`src/rtl/fb_pkg.sv`:
```
// fb_pkg: frame-buffer geometry, pixel format, blitter state encoding and
// the frame address helper shared by the frame-memory write producers.
package fb_pkg;

    localparam int SCREEN_W   = 640;
    localparam int SCREEN_H   = 480;
    localparam int ADDR_W     = 19;
    localparam int DATA_W     = 16;
    localparam int TRANSP_BIT = 15;

    typedef enum logic [1:0] {
        ST_IDLE  = 2'd0,
        ST_RUN   = 2'd1,
        ST_DRAIN = 2'd2,
        ST_DONE  = 2'd3
    } blit_state_t;

    // y*SCREEN_W + x for the 640-wide frame, built as (y<<9)+(y<<7)+x so
    // that no multiplier is inferred.
    function automatic logic [ADDR_W-1:0] frame_addr(input logic [10:0] y,
                                                     input logic [10:0] x);
        logic [ADDR_W-1:0] yw;
        yw = ADDR_W'(y);
        return (yw << 9) + (yw << 7) + ADDR_W'(x);
    endfunction

endpackage

```
`src/rtl/blit_skid_reg.sv`:
```
// blit_skid_reg: registered write-request stage with a single skid entry.
// The output register drives the arbiter directly; the skid entry catches
// the one ROM read that is already in flight when the arbiter stalls.
module blit_skid_reg #(
    parameter int AW = 19,
    parameter int DW = 16
) (
    input  logic          clk,
    input  logic          rstn,
    input  logic          in_valid,
    input  logic [AW-1:0] in_addr,
    input  logic [DW-1:0] in_data,
    input  logic          out_ready,
    output logic          out_valid,
    output logic [AW-1:0] out_addr,
    output logic [DW-1:0] out_data,
    output logic          room
);

    logic          skid_valid;
    logic [AW-1:0] skid_addr;
    logic [DW-1:0] skid_data;
    logic          out_free;

    // The output register is free when empty or being accepted this edge.
    assign out_free = !out_valid || out_ready;

    // A new read may be launched only when nothing is parked and the output
    // is moving; otherwise the read in flight would have nowhere to go.
    assign room = !skid_valid && out_free;

    // Output register advances from the skid entry first, then from the
    // pipeline; while stalled it holds and any arriving pixel is parked.
    always_ff @(posedge clk or negedge rstn) begin
        if (!rstn) begin
            out_valid  <= 1'b0;
            out_addr   <= '0;
            out_data   <= '0;
            skid_valid <= 1'b0;
            skid_addr  <= '0;
            skid_data  <= '0;
        end else if (out_free) begin
            if (skid_valid) begin
                out_valid  <= 1'b1;
                out_addr   <= skid_addr;
                out_data   <= skid_data;
                skid_valid <= in_valid;
                if (in_valid) begin
                    skid_addr <= in_addr;
                    skid_data <= in_data;
                end
            end else begin
                out_valid <= in_valid;
                if (in_valid) begin
                    out_addr <= in_addr;
                    out_data <= in_data;
                end
            end
        end else if (in_valid) begin
            skid_valid <= 1'b1;
            skid_addr  <= in_addr;
            skid_data  <= in_data;
        end
    end

endmodule

```
`src/rtl/tile_blitter.sv`:
```
// tile_blitter: copies one TILE_W x TILE_H tile from the tile ROM into the
// 640x480 frame memory at (pos_x, pos_y), skipping transparent and
// off-screen pixels and honouring arbiter back-pressure.
//
//   state    | meaning
//   ---------+------------------------------------------------------------
//   ST_IDLE  | waiting for start; request fields latched on accept
//   ST_RUN   | presenting ROM addresses for pixels 0..N-1 in row-major order
//   ST_DRAIN | all reads launched; waiting for the pipeline to empty
//   ST_DONE  | one-cycle done pulse, busy low
//
// Pipeline: address stage (src_addr) -> read stage (ROM data returns,
// transparency/clip filter) -> blit_skid_reg (registered dst_* outputs).
module tile_blitter
    import fb_pkg::*;
#(
    parameter int TILE_W = 32,
    parameter int TILE_H = 32
) (
    input  logic              clk,
    input  logic              rstn,
    input  logic              start,
    input  logic [7:0]        tile_id,
    input  logic [9:0]        pos_x,
    input  logic [9:0]        pos_y,
    output logic              busy,
    output logic              done,
    output logic [ADDR_W-1:0] src_addr,
    input  logic [DATA_W-1:0] src_data,
    output logic [ADDR_W-1:0] dst_addr,
    output logic [DATA_W-1:0] dst_data,
    output logic              dst_wr,
    input  logic              dst_ready
);

    localparam int N     = TILE_W * TILE_H;
    localparam int COL_W = $clog2(TILE_W);
    localparam int ROW_W = $clog2(TILE_H);
    localparam int PIX_W = COL_W + ROW_W;

    blit_state_t       state_q, state_d;
    logic              accept;

    logic [7:0]        tile_q;
    logic [9:0]        pos_x_q;
    logic [9:0]        pos_y_q;
    logic [PIX_W-1:0]  pix_q;
    logic              a_valid_q;
    logic [ADDR_W-1:0] row_base_q;

    logic              rd_valid_q;
    logic [ADDR_W-1:0] rd_dst_q;
    logic              rd_clip_q;

    logic [COL_W-1:0]  col;
    logic [ROW_W-1:0]  row;
    logic [10:0]       x_sum;
    logic [10:0]       y_sum;
    logic              a_clip;
    logic [ADDR_W-1:0] a_dst;
    logic              last_pix;
    logic              end_of_row;
    logic              issue;
    logic              room;
    logic              wr_valid;

    assign col        = pix_q[COL_W-1:0];
    assign row        = pix_q[PIX_W-1:COL_W];
    assign last_pix   = (pix_q == PIX_W'(N - 1));
    assign end_of_row = (col == COL_W'(TILE_W - 1));

    // 11-bit sums: a 10-bit position plus a tile offset cannot wrap here.
    assign x_sum  = {1'b0, pos_x_q} + 11'(col);
    assign y_sum  = {1'b0, pos_y_q} + 11'(row);
    assign a_clip = (x_sum >= 11'(SCREEN_W)) || (y_sum >= 11'(SCREEN_H));
    assign a_dst  = row_base_q + ADDR_W'(pos_x_q) + ADDR_W'(col);

    // Tile base is tile_id*N; with N a power of two this is concatenation.
    assign src_addr = ADDR_W'({tile_q, pix_q});

    // The ROM samples src_addr every edge; a pixel counts as read only on
    // an edge where the output side can still absorb it.
    assign issue = a_valid_q && room;

    assign wr_valid = rd_valid_q && !rd_clip_q && !src_data[TRANSP_BIT];

    assign busy = (state_q == ST_RUN) || (state_q == ST_DRAIN);
    assign done = (state_q == ST_DONE);

    // State register.
    always_ff @(posedge clk or negedge rstn) begin
        if (!rstn) begin
            state_q <= ST_IDLE;
        end else begin
            state_q <= state_d;
        end
    end

    // Next-state logic and start acceptance.
    always_comb begin
        state_d = state_q;
        accept  = 1'b0;
        case (state_q)
            ST_IDLE: begin
                if (start) begin
                    accept  = 1'b1;
                    state_d = ST_RUN;
                end
            end
            ST_RUN: begin
                if (issue && last_pix) begin
                    state_d = ST_DRAIN;
                end
            end
            ST_DRAIN: begin
                if (!rd_valid_q && room) begin
                    state_d = ST_DONE;
                end
            end
            ST_DONE: begin
                state_d = ST_IDLE;
            end
            default: begin
                state_d = ST_IDLE;
            end
        endcase
    end

    // Address stage: request latch, pixel walk and incremental row base.
    always_ff @(posedge clk or negedge rstn) begin
        if (!rstn) begin
            tile_q     <= '0;
            pos_x_q    <= '0;
            pos_y_q    <= '0;
            pix_q      <= '0;
            a_valid_q  <= 1'b0;
            row_base_q <= '0;
        end else if (accept) begin
            tile_q     <= tile_id;
            pos_x_q    <= pos_x;
            pos_y_q    <= pos_y;
            pix_q      <= '0;
            a_valid_q  <= 1'b1;
            row_base_q <= frame_addr({1'b0, pos_y}, 11'd0);
        end else if (issue) begin
            pix_q <= pix_q + 1'b1;
            if (last_pix) begin
                a_valid_q <= 1'b0;
            end
            if (end_of_row) begin
                row_base_q <= row_base_q + ADDR_W'(SCREEN_W);
            end
        end
    end

    // Read stage: destination and clip flag travel alongside the ROM read.
    always_ff @(posedge clk or negedge rstn) begin
        if (!rstn) begin
            rd_valid_q <= 1'b0;
            rd_dst_q   <= '0;
            rd_clip_q  <= 1'b0;
        end else begin
            rd_valid_q <= issue;
            if (issue) begin
                rd_dst_q  <= a_dst;
                rd_clip_q <= a_clip;
            end
        end
    end

    blit_skid_reg #(
        .AW (ADDR_W),
        .DW (DATA_W)
    ) u_skid (
        .clk       (clk),
        .rstn      (rstn),
        .in_valid  (wr_valid),
        .in_addr   (rd_dst_q),
        .in_data   (src_data),
        .out_ready (dst_ready),
        .out_valid (dst_wr),
        .out_addr  (dst_addr),
        .out_data  (dst_data),
        .room      (room)
    );

endmodule

```
`config.mk`:
```
export PLATFORM = sky130hd
export DESIGN_NAME = tile_blitter
export DESIGN_NICKNAME = d
export VERILOG_FILES = /design/src/rtl/fb_pkg.sv /design/src/rtl/blit_skid_reg.sv /design/src/rtl/tile_blitter.sv
export SDC_FILE = /design/constraint.sdc
export NUM_CORES = 1
export LEC_CHECK = 0
export BUFFER_PORTS_ARGS = -buffer_cell sky130_fd_sc_hd__buf_4
export CAP_MARGIN = 10
export CORE_MARGIN = 1
export CORE_UTILIZATION = 35
export CTS_CLUSTER_SIZE = 24
export DETAILED_ROUTE_END_ITERATION = 8
export PLACE_DENSITY = 0.53
export REMOVE_ABC_BUFFERS = 1
export SYNTH_ARGS = -nofsm -noshare
export SYNTH_HDL_FRONTEND = slang
export SYNTH_SLANG_ARGS = --single-unit
```
`constraint.sdc`:
```
create_clock -name clk -period 3.3 [get_ports clk]
set_input_delay 0.99 -clock clk [delete_from_list [all_inputs] [get_ports clk]]
set_output_delay 0.99 -clock clk [all_outputs]
set_load 0.1 [all_outputs]
```
==> results of run 1 <==
==> worst register-to-register path: cells and delay by family, from the launching register on <==
family | cells | cell delay, ns
AND/OR/NAND/NOR | 1 | 0.13
flip-flops | 1 | 0.45
XOR/XNOR | 1 | 0.15
adder cells (fa/ha/maj) | 3 | 1.02
AO/OA/AOI/OAI | 4 | 0.92
==> layout make-up <==
cell class,instances,share of cell area
Inverter,24,0.00996
Multi-Input combinational cell,524,0.387
Sequential cell,146,0.404
Clock buffer,19,0.0490
Tap cell,270,0.0374
Timing Repair Buffer,112,0.0948
Clock inverter,12,0.0173
==> layer usage <==
metal / wire length (microns) / up-vias / GRT usage
met4: 181 / 0 / 0.0552
met5: 0 / - / 0
met3: 671 / 15 / 0.0345
li1: - / 2686 / -
met1: 7540 / 2612 / 0.208
met2: 7750 / 141 / 0.270
==> sequential cells by signal, summed over array words and instances, names as in the netlist <==
register and flops:
state_q 2, u_skid.out_valid 1, pos_x_q 10, rd_valid_q 1, u_skid.skid_addr 19, rd_clip_q 1, pix_q 10, u_skid.skid_data 16
u_skid.out_data 16, a_valid_q 1, u_skid.skid_valid 1, pos_y_q 10, u_skid.out_addr 19, tile_q 8, rd_dst_q 19, row_base_q 12
==> worst paths after layout <==
kind                                                    end  slack, ns
max                                rd_dst_q[13]$_DFFE_PN0P_       0.50
min                          u_skid.out_addr[4]$_DFFE_PN0P_       0.48
max reg2reg                        rd_dst_q[13]$_DFFE_PN0P_       0.50
min reg2reg                  u_skid.out_addr[4]$_DFFE_PN0P_       0.48
max in group asynchronous  u_skid.skid_addr[12]$_DFFE_PN0P_       1.99
min in group asynchronous   u_skid.out_data[11]$_DFFE_PN0P_       0.59
==> synthesized netlist by cell type (all sizes together) (3+ instances only) <==
cell / instances / share of area
xnor2: 22 / 0.026
nor3: 9 / 0.0061
fa: 4 / 0.011
nor2: 27 / 0.014
o211ai: 3 / 0.0031
or3: 10 / 0.0085
nor2b: 5 / 0.0046
and2: 4 / 0.0036
clkbuf: 17 / 0.0087
o21ai: 73 / 0.050
and4: 3 / 0.0043
nand4: 3 / 0.0026
nand2: 157 / 0.080
inv: 24 / 0.012
dfrtp: 146 / 0.50
a21o: 5 / 0.0051
a311oi: 3 / 0.0036
nor3b: 3 / 0.0037
mux2: 36 / 0.055
nand3: 13 / 0.0095
nand3b: 4 / 0.0041
nor4: 4 / 0.0043
ha: 37 / 0.063
a21oi: 20 / 0.014
o21a: 4 / 0.0041
buf: 13 / 0.0092
xor2: 10 / 0.012
mux2i: 38 / 0.052
a211oi: 5 / 0.0058
==> power by group through the flow <==
stage | registers [W] | logic [W] | clock network [W]
global placement | 0.00317 | 0.00491 | 0
global route | 0.00330 | 0.00539 | 0.00211
finish | 0.00317 | 0.00494 | 0.00196
detailed placement | 0.00321 | 0.00499 | 0
CTS | 0.00319 | 0.00500 | 0.00202
floorplan | 0.00495 | 0.00202 | 0
==> kinds of logic after synthesis <==
kind of cell	Yosys count	synth area share
AO/OA/AOI/OAI	128	0.103
AND/OR/NAND/NOR	248	0.151
flip-flops	146	0.497
adder cells (fa/ha/maj)	41	0.0738
other	1	0.000510
XOR/XNOR	32	0.0381
buffers and inverters	54	0.0301
multiplexers	74	0.107
==> through the flow <==
| step | TNS, ns | worst slack (ns) | total power (W) | hold WS, ns |
|---|---|---|---|---|
| after floorplan | -13.28 | -0.385 | 0.00697 | 0.450 |
| after global placement | 0 | 0.555 | 0.00808 | 0.463 |
| after detailed placement | 0 | 0.489 | 0.00820 | 0.466 |
| after CTS | 0 | 0.476 | 0.0102 | 0.486 |
| after global routing | 0 | 0.309 | 0.0108 | 0.508 |
| final | 0 | 0.504 | 0.0101 | 0.476 |
==> summary.txt, run 1 <==
Clock network
  • CTS tree: yes
  • TritonCTS Sinks: between 100 and 150
  • Worst-Skew Late Latency: between 0.4 and 0.5 ns
  • H-tree depth: 4
  • TritonCTS Buffers: 17
  • Longest Clk Path Bufs: 2
  • # resized after CTS: 0
  • Post-CTS setup buffers: 0
  • Clock transition at path regs: 0.06 ns
  • Root Buffer: clkbuf_16
  • Hold-fix buffers, CTS: 0

Detailed routing
  • DR WL/cell: roughly 15 microns
  • Iteration-0 DRC Markers: ~230
  • DR vias: 5454
  • Final WL: around 16 mm
  • Post-DRT Antenna Nets: 0
  • Drc violations: 0
  • Drt first pass iters: 4
  • Vias/cell: just under 5

Hold path
  • Class of the worst hold path: reg2reg
  • WHS Path Cells: 2
  • HP Start: u_skid.out_addr[4]$_DFFE_PN0P_

Global routing
  • Total grt overflow: 0
  • Global-route wire length before repair: between 20 and 30 mm
  • Antenna violations before repair: 0
  • Vias in the first global route: approximately 5700
  • Largest net degree at the start of global routing: 77
  • GR Util All Layers: 0.162

Critical path
  • CP Cell Sequence: ha_1 > ha_1 > fa_1 > a211oi_1 > o21ai_1 > a211oi_2 > nor3_1 > xnor2_1 > o21ai_1
  • CP Class: reg2reg
  • Startpoint Class: flip-flop
  • CP Launch Point: pix_q[1]$_DFFE_PN0P_
  • Crit path max fanout: 6
  • Arrival time at the worst endpoint: roughly 3 ns
  • Top delay family on crit path: adder cells
  • Worst stage delay on the critical path: approximately 0.45 ns
  • Buf/Inv on CP: 0
  • CP Capture Type: flip-flop
  • Stages on the worst setup path: 9
  • Slowest cell on crit path: dfrtp_1
  • R2R cell count: 9
  • Origin of the critical flop-to-flop path: pix_q[1]$_DFFE_PN0P_
  • CP required: 3.59 ns

Power and ir drop
  • Leakage: between 4 and 5 nW
  • Clock share of power: 0.195
  • Sw Pwr: 0.00487 W
  • Share of power burned in registers: 0.315
  • Pint: about 0.0052 W
  • Worst vdd ir: between 0.0005 and 0.0006 V
  • Logic gate share of total power: 0.490
  • PwrDens: 1110 nW/um^2
  • Sw frac: 0.483

Yosys
  • Post-synthesis sequential area ratio: 0.497
  • Mapped Cells: 724
  • Number of synthesized register bits: between 100 and 150
  • Asr flop ratio synth: 1.00
  • Number of distinct library cells after synthesis: slightly below 60
  • Avg Cell Area, Syn: 10.2 sq um
  • Yosys Warn Count: 0
  • Synth Flop Type: dfrtp_1
  • EDFF count, synth: 0
  • Mapped cell area: 7360 sq um

Cells and area
  • Commonest non-fill, non-tap cell in the layout: nand2_1
  • Seq. cell area: about 3700 sq um
  • Final core occ: 0.443
  • Area of the multi-input gates: ~3500 sq um
  • Layout Area Growth over Synthesis: 22.9%
  • Cell Count, Final, Fillers Out: 1107
  • Post-route cell area: 9040 sq um
  • # diodes: 0
  • Fillcell total: roughly 2000
  • Fraction of layout cells with a size suffix above 1: 0.205
  • Fin nets: between 900 and 1000
  • Most frequent cells in the layout: nand2_1, dfrtp_1, buf_4

Timing
  • Upper clock frequency limit: 358 MHz
  • Worst Clk Skew: between 0.01 and 0.015 ns
  • Least-Margin Pin Slew: about 0.99 ns
  • Fin crit share: 0.847
  • # setup viols final: 0
  • Final Hold Viols: 0
  • RSZ-0062 raised after global routing: false
  • Final Max Slew Viols: 0
  • Slew HR: 0.341
  • Final Critical Period: roughly 2.8 ns

Placement
  • Hpwl dp: between 10 and 15 mm
  • PortBufs: just over 100
  • Cell Count Post-Placement: 1076
  • Placed inst area: between 8000 and 9000 sq um
  • Routability cong.: about 0.77

Die
  • Die area: about 22000 sq um
  • Die width: 147 microns
  • Row cnt: 52
  • I/O Pins: between 100 and 150
  • Starting Density: 0.360
  • Die Span Y: approximately 150 microns
  • Core ar.: ~20000 sq um

Status
  • Status: complete, no violations

Run
  • Max-cap violations: 0
(Power assumes the default switching activity.)
==> run 2: changes to the inputs <==
--- a/config.mk
+++ b/config.mk
@@ -5,13 +5,14 @@
 export SDC_FILE = /design/constraint.sdc
 export NUM_CORES = 1
 export LEC_CHECK = 0
+export ABC_AREA = 1
 export BUFFER_PORTS_ARGS = -buffer_cell sky130_fd_sc_hd__buf_4
 export CAP_MARGIN = 10
 export CORE_MARGIN = 1
 export CORE_UTILIZATION = 35
 export CTS_CLUSTER_SIZE = 24
 export DETAILED_ROUTE_END_ITERATION = 8
-export PLACE_DENSITY = 0.53
+export PLACE_DENSITY = 0.55
 export REMOVE_ABC_BUFFERS = 1
 export SYNTH_ARGS = -nofsm -noshare
 export SYNTH_HDL_FRONTEND = slang
==> constraint.sdc (replaced) <==
create_clock -name clk -period 2.4 [get_ports clk]
set_input_delay 0.72 -clock clk [delete_from_list [all_inputs] [get_ports clk]]
set_output_delay 0.72 -clock clk [all_outputs]
set_load 0.1 [all_outputs]
==> run 2 against run 1 <==
  * Critical path depth down 6
  * Largest cell class is now multi-input combinational cells
  * Routed wire length up 12%
  * Highest routed layer unchanged
  * Clock skew down 0.0019 ns
  * Non-clock buffer count up 5
==> summary.txt, run 2 <==
Critical path
  • CP Class: reg2out
  • Slowest cell on crit path: dfrtp_1
  • Worst stage delay on the critical path: 0.40 ns (-0.05 ns)
  • Startpoint Class: flip-flop
  • Arrival time at the worst endpoint: 1.51 ns (-1.58 ns)
  • CP Cell Sequence: inv_1 > ha_1 > buf_4
  • Origin of the critical flop-to-flop path: pix_q[1]$_DFFE_PN0P_
  • CP Capture Type: primary output
  • Crit path max fanout: 4 (-2)
  • CP Launch Point: state_q[0]$_DFFE_PN0P_
  • CP required: 1.68 ns (-1.91 ns)

Power and ir drop
  • Overall Power: 0.0144 W (+43%)
  • PwrDens: 1510 nW/um^2 (+35%)
  • Worst vdd ir: 0.000614 V (+11%)
  • Leakage: 4.88 nW (+16%)

Global routing
  • Antenna violations before repair: 0 (unchanged)
  • Global-route wire length before repair: 30.5 mm (+8.9%)
  • Total grt overflow: 0 (unchanged)
  • Vias in the first global route: 6202 (+8.0%)
  • Largest net degree at the start of global routing: 71 (-7.8%)
  • GR Util All Layers: 0.170 (+0.00806)

Clock network
  • Root Buffer: clkbuf_16
  • H-tree depth: 4 (unchanged)
  • Longest Clk Path Bufs: 2 (unchanged)
  • TritonCTS Buffers: 17 (unchanged)
  • # resized after CTS: 0 (unchanged)
  • TritonCTS Sinks: 146 (unchanged)
  • CTS tree: yes
  • Clock transition at path regs: 0.06 ns (about the same)
  • Worst-Skew Late Latency: 0.43 ns (about the same)
  • Hold-fix buffers, CTS: 0 (unchanged)
  • Post-CTS setup buffers: 0 (unchanged)

Detailed routing
  • DR WL/cell: 13.0 microns (-11%)
  • Final WL: 18.1 mm (+12%)
  • Iteration-0 DRC Markers: 354 (+56%)
  • Post-DRT Antenna Nets: 0 (unchanged)
  • Drc violations: 0 (unchanged)
  • Drt first pass iters: 4 (unchanged)
  • Vias/cell: 4.69 (-4.8%)
  • DR vias: 6511 (+19%)

Die
  • Starting Density: 0.359 (-0.00146)
  • Die area: 23000 sq um (+6.6%)
  • Row cnt: 54 (+3.8%)
  • I/O Pins: 105 (unchanged)
  • Die width: 152 microns (+3.3%)
  • Die Span Y: 152 microns (+3.3%)
  • Core ar.: 21900 sq um (+7.2%)

Yosys
  • Number of distinct library cells after synthesis: 45 (-22%)
  • Asr flop ratio synth: 1.00 (unchanged)
  • Largest cells by area after synthesis: dfrtp_1, nand2_1, ha_1
  • Most common cell in the synthesized netlist: nand2_1
  • Post-synthesis sequential area ratio: 0.465 (-0.0313)
  • Commonest cells in the netlist: nand2_1, dfrtp_1, inv_1
  • Yosys Warn Count: 0 (unchanged)
  • Mapped cell area: 7850 sq um (+6.7%)
  • Number of synthesized register bits: 146 (unchanged)
  • Mapped Cells: 997 (+38%)
  • EDFF count, synth: 0 (unchanged)
  • Area leader, netlist: dfrtp_1
  • Synth Flop Type: dfrtp_1
  • Post-synth top area share: 0.465 (-0.0313)
  • Avg Cell Area, Syn: 7.87 sq um (-23%)

Placement
  • PortBufs: 103 (unchanged)
  • Hpwl dp: 12.5 mm (+9.4%)
  • Worst slack, placed: 0.124 ns (-0.365 ns)
  • Cell Count Post-Placement: 1356 (+26%)
  • Routability cong.: 0.832 (+7.9%)

Timing
  • Worst setup slack after layout: 0.168 ns (-0.336 ns)
  • Upper clock frequency limit: between 400 and 500 MHz
  • # setup viols final: 0 (unchanged)
  • Final Hold Viols: 0 (unchanged)
  • Slew HR: 0.465 (+0.124)
  • Final Max Slew Viols: 0 (unchanged)
  • Final Critical Period: around 2.2 ns
  • Worst Clk Skew: 0.00848 ns (-0.00186 ns)
  • Fin crit share: 0.930
  • Least-Margin Pin Slew: 0.801 ns (-0.187 ns)

Cells and area
  • Commonest non-fill, non-tap cell in the layout: nand2_1
  • Fin nets: 1184 (+30%)
  • Cell Count, Final, Fillers Out: 1388 (+25%)
  • Most frequent cells in the layout: nand2_1, dfrtp_1, buf_4
  • Final core occ: 0.435 (-0.00737)
  • Layout Area Growth over Synthesis: 21.3%
  • Fraction of layout cells with a size suffix above 1: 0.160 (-0.0457)
  • # diodes: 0 (unchanged)
  • Largest registers: rd_dst_q (19), u_skid.out_addr (19), u_skid.skid_addr (19)

Run
  • Max-cap violations: 0 (unchanged)

Hold path
  • Class of the worst hold path: in2async

Status
  • Status: complete, no violations
[run 2: cell count changes in the layout (fill, tap and decap cells not counted), moves of 9 or more]
cell,previous run,this run
mux2_1,21,0
inv_1,22,81
mux2i_1,38,0
mux2_2,15,0
a21oi_1,20,29
or3_1,10,0
o21ai_0,59,40
xnor2_1,22,4
o21ai_1,12,22
nor2_1,27,72
nand2_1,157,361
a31oi_1,1,39
nand3_1,12,50
[run 2: report_power, final]
| part | internal [W] | total, W | switching (W) |
|---|---|---|---|
| logic | 0.00199 | 0.00742 | 0.00543 |
| clock network | 0.00157 | 0.00266 | 0.00108 |
| registers | 0.00356 | 0.00430 | 0.000734 |
| total | 0.00712 | 0.0144 | 0.00725 |
[run 2: layout make-up]
type                       instances  area [sq um]
inverter                          90           343
sequential                       146          3650
clock inverter                    10           124
timing repair buffer             117           945
clock buffer                      22           454
fill                            2247         12400
multi-input combinational        723          3660
tap                              280           350
[run 2: logic make-up (layout without fill, tap and decap cells)]
| group | after synthesis | after routing | share of synthesized area |
|---|---|---|---|
| AND/OR/NAND/NOR | 525 | 525 | 0.279 |
| flip-flops | 146 | 146 | 0.465 |
| AO/OA/AOI/OAI | 145 | 145 | 0.105 |
| buffers and inverters | 128 | 239 | 0.0692 |
| adder cells (fa/ha/maj) | 41 | 41 | 0.0692 |
| XOR/XNOR | 11 | 11 | 0.0123 |
| other | 1 | 1 | 0.000478 |
[run 2: path summary, 6_finish.rpt]
check                                                  end  slack [ns]  cells after the start
hold / removal                      pos_y_q[7]$_DFFE_PN0P_        0.17                      1
setup reg to reg                  rd_dst_q[11]$_DFFE_PN0P_        0.17                     13
setup / recovery                                      busy        0.17                      3
min in group clk           u_skid.skid_data[9]$_DFFE_PN0P_        0.47                      2
hold reg to reg            u_skid.skid_data[9]$_DFFE_PN0P_        0.47                      2
max in group asynchronous  u_skid.skid_addr[8]$_DFFE_PN0P_        1.65                      2
[run 2: critical path: cells and delay by family (launching register included)]
kind                     cells  cell delay [ns]
flip-flops                   1             0.40
buffers and inverters        2             0.38
adder cells (fa/ha/maj)      1             0.30
[run 2: layer usage]
layer	share of wire	up-vias	wire (microns)	global-route usage
met5	0	-	0	0
met4	0.013	0	244	0.0550
met3	0.050	22	911	0.0365
met2	0.43	145	7870	0.270
met1	0.50	2920	9070	0.229
li1	-	3424	-	-
[run 2: through the flow]
stage / area (sq um) / TNS, ns / hold slack [ns]
after global placement: 8950 / 0 / 0.453
after detailed placement: 8950 / 0 / 0.458
after floorplan: 7650 / -4.08 / 0.424
final: 9530 / 0 / 0.170
after CTS: 9520 / 0 / 0.167
after global routing: 9530 / -0.00955 / 0.175
==> run 3: changes to the inputs <==
--- a/config.mk
+++ b/config.mk
@@ -10,6 +10,7 @@
 export CAP_MARGIN = 10
 export CORE_MARGIN = 1
 export CORE_UTILIZATION = 35
+export CTS_BUF_LIST = sky130_fd_sc_hd__clkbuf_8
 export CTS_CLUSTER_SIZE = 24
 export DETAILED_ROUTE_END_ITERATION = 8
 export PLACE_DENSITY = 0.55
==> run 3 against run 2 <==
  * Global-route usage is 0.14 points lower
  * Via count is 0.68% lower
  * Final area is 2.0% lower
  * Sequential power hardly changed
  * Register-to-register slack hardly changed
  * Largest cell class unchanged
  * Cell count stayed put
  * Critical endpoint unchanged
==> summary.txt, run 3 (same netlist as run 2, synthesis figures left out) <==
Status
  • Status: complete, no violations

Timing
  • Final Critical Period: 2.26 ns (+0.0278 ns)
  • Final Max Slew Viols: 0 (unchanged)
  • Least-Margin Pin Slew: 0.811 ns (+0.0107 ns)
  • Fin crit share: 0.942 (+0.0116)
  • Final Hold Viols: 0 (unchanged)
  • Upper clock frequency limit: 442 MHz (-1.2%)
  • Worst Clk Skew: 0.0144 ns (+0.00589 ns)
  • # setup viols final: 0 (unchanged)
  • Slew HR: 0.458 (-0.00715)

Die
  • Die area: 23000 sq um (unchanged)
  • Row cnt: 54 (unchanged)
  • Starting Density: 0.359 (unchanged)
  • Die Span Y: 152 microns (unchanged)
  • I/O Pins: 105 (unchanged)
  • Die width: 152 microns (unchanged)
  • Core ar.: 21900 sq um (unchanged)

Cells and area
  • # diodes: 0 (unchanged)
  • Fraction of layout cells with a size suffix above 1: 0.160 (unchanged)
  • Largest registers: rd_dst_q (19), u_skid.out_addr (19), u_skid.skid_addr (19)
  • Post-route cell area: 9340 sq um (-2.0%)
  • Final core occ: 0.426 (-0.00875)
  • Fillcell total: 2268 (+0.93%)
  • Cell Count, Final, Fillers Out: 1388 (unchanged)
  • Commonest non-fill, non-tap cell in the layout: nand2_1
  • Fin nets: 1184 (unchanged)
  • Most frequent cells in the layout: nand2_1, dfrtp_1, buf_4
  • Layout Area Growth over Synthesis: 18.9%

Detailed routing
  • Drc violations: 0 (unchanged)
  • Post-DRT Antenna Nets: 0 (unchanged)
  • Vias/cell: 4.66 (-0.68%)
  • Iteration-0 DRC Markers: 343 (-3.1%)
  • DR WL/cell: 13.0 microns (about the same)
  • Drt first pass iters: 4 (unchanged)
  • DR vias: 6467 (-0.68%)
  • Final WL: 18.1 mm (about the same)

Critical path
  • Startpoint Class: flip-flop
  • CP Launch Point: state_q[0]$_DFFE_PN0P_
  • CP required: 1.68 ns (about the same)
  • Arrival time at the worst endpoint: 1.54 ns (+0.03 ns)
  • CP Class: reg2out
  • Worst stage delay on the critical path: 0.41 ns (about the same)
  • CP Cell Sequence: inv_1 > ha_1 > buf_4
  • Slowest cell on crit path: dfrtp_1
  • Origin of the critical flop-to-flop path: pix_q[1]$_DFFE_PN0P_
  • Crit path max fanout: 4 (unchanged)
  • CP Capture Type: primary output

Clock network
  • TritonCTS Sinks: 146 (unchanged)
  • TritonCTS Buffers: 17 (unchanged)
  • Root Buffer: clkbuf_8
  • CTS tree: yes
  • Longest Clk Path Bufs: 2 (unchanged)
  • Worst-Skew Late Latency: 0.45 ns (+0.02 ns)
  • Clock transition at path regs: 0.09 ns (+0.03 ns)
  • Post-CTS setup buffers: 0 (unchanged)
  • H-tree depth: 4 (unchanged)

Hold path
  • Class of the worst hold path: in2async

Global routing
  • Largest net degree at the start of global routing: 71 (unchanged)
  • Global-route wire length before repair: 30.4 mm (-0.52%)
  • Antenna violations before repair: 0 (unchanged)
  • Total grt overflow: 0 (unchanged)
  • GR Util All Layers: 0.169 (-0.00136)
  • Vias in the first global route: 6168 (-0.55%)

Placement
  • PortBufs: 103 (unchanged)
  • Cell Count Post-Placement: 1356 (unchanged)
  • Placed inst area: 8950 sq um (unchanged)
  • Routability cong.: 0.832 (unchanged)
  • Hpwl dp: 12.5 mm (unchanged)

Power and ir drop
  • Overall Power: 0.0137 W (-5.0%)
  • Leakage: 4.81 nW (-1.4%)
  • PwrDens: 1460 nW/um^2 (-3.0%)
  • Worst vdd ir: 0.000623 V (+1.4%)

Run
  • Max-cap violations: 0 (unchanged)
-- run 3: what timing repair did --
item                       CTS  global route
setup endpoints to repair    0             3
resized for setup            0             1
hold buffers                 0             0
-- run 3: power breakdown --
part	total [W]	internal, W	leakage (nW)	switching [W]
Clock	0.00194	0.000949	0.205	0.000990
Sequential	0.00429	0.00355	1.77	0.000732
Combinational	0.00743	0.00199	2.83	0.00544
-- run 3: worst max-delay path: cells and delay by family, from the launching register on --
kind / cells / cell delay, ns
buffers and inverters: 2 / 0.38
adders and majority gates: 1 / 0.30
DFF: 1 / 0.41
-- run 3: final cells by class --
cell class | count | area (sq um) | share of cell area
multi-input combinational | 723 | 3660 | 0.392
sequential | 146 | 3650 | 0.391
timing repair buffer | 117 | 945 | 0.101
tap | 280 | 350 | 0.0375
inverter | 90 | 343 | 0.0367
clock buffer | 18 | 248 | 0.0265
clock inverter | 14 | 139 | 0.0149
-- run 3: path summary, 6_finish.rpt --
path,endpoint,slack [ns],depth (start not counted)
max,busy,0.14,3
min,u_skid.skid_addr[18]$_DFFE_PN0P_,0.14,1
max reg2reg,rd_dst_q[13]$_DFFE_PN0P_,0.17,13
min reg2reg,u_skid.skid_data[9]$_DFFE_PN0P_,0.48,2
max in group asynchronous,u_skid.skid_addr[8]$_DFFE_PN0P_,1.68,2
min in group clk,tile_q[5]$_DFFE_PN0P_,0.46,3
-- run 3: per-stage QoR --
stage | TNS [ns] | setup WS (ns) | hold WS (ns)
final | 0 | 0.140 | 0.145
after global routing | -0.00538 | -0.00538 | 0.125
after CTS | 0 | 0.0947 | 0.126
after detailed placement | 0 | 0.124 | 0.458
after global placement | 0 | 0.147 | 0.453
after floorplan | -4.08 | -0.367 | 0.424
-- run 3: metal layers --
metal	routed length, microns	vias up	share of wire	global-route usage
met5	0	-	0	0
met4	210	0	0.012	0.0505
met3	854	14	0.047	0.0356
met2	7850	125	0.43	0.269
met1	9170	2913	0.51	0.228
li1	-	3415	-	-
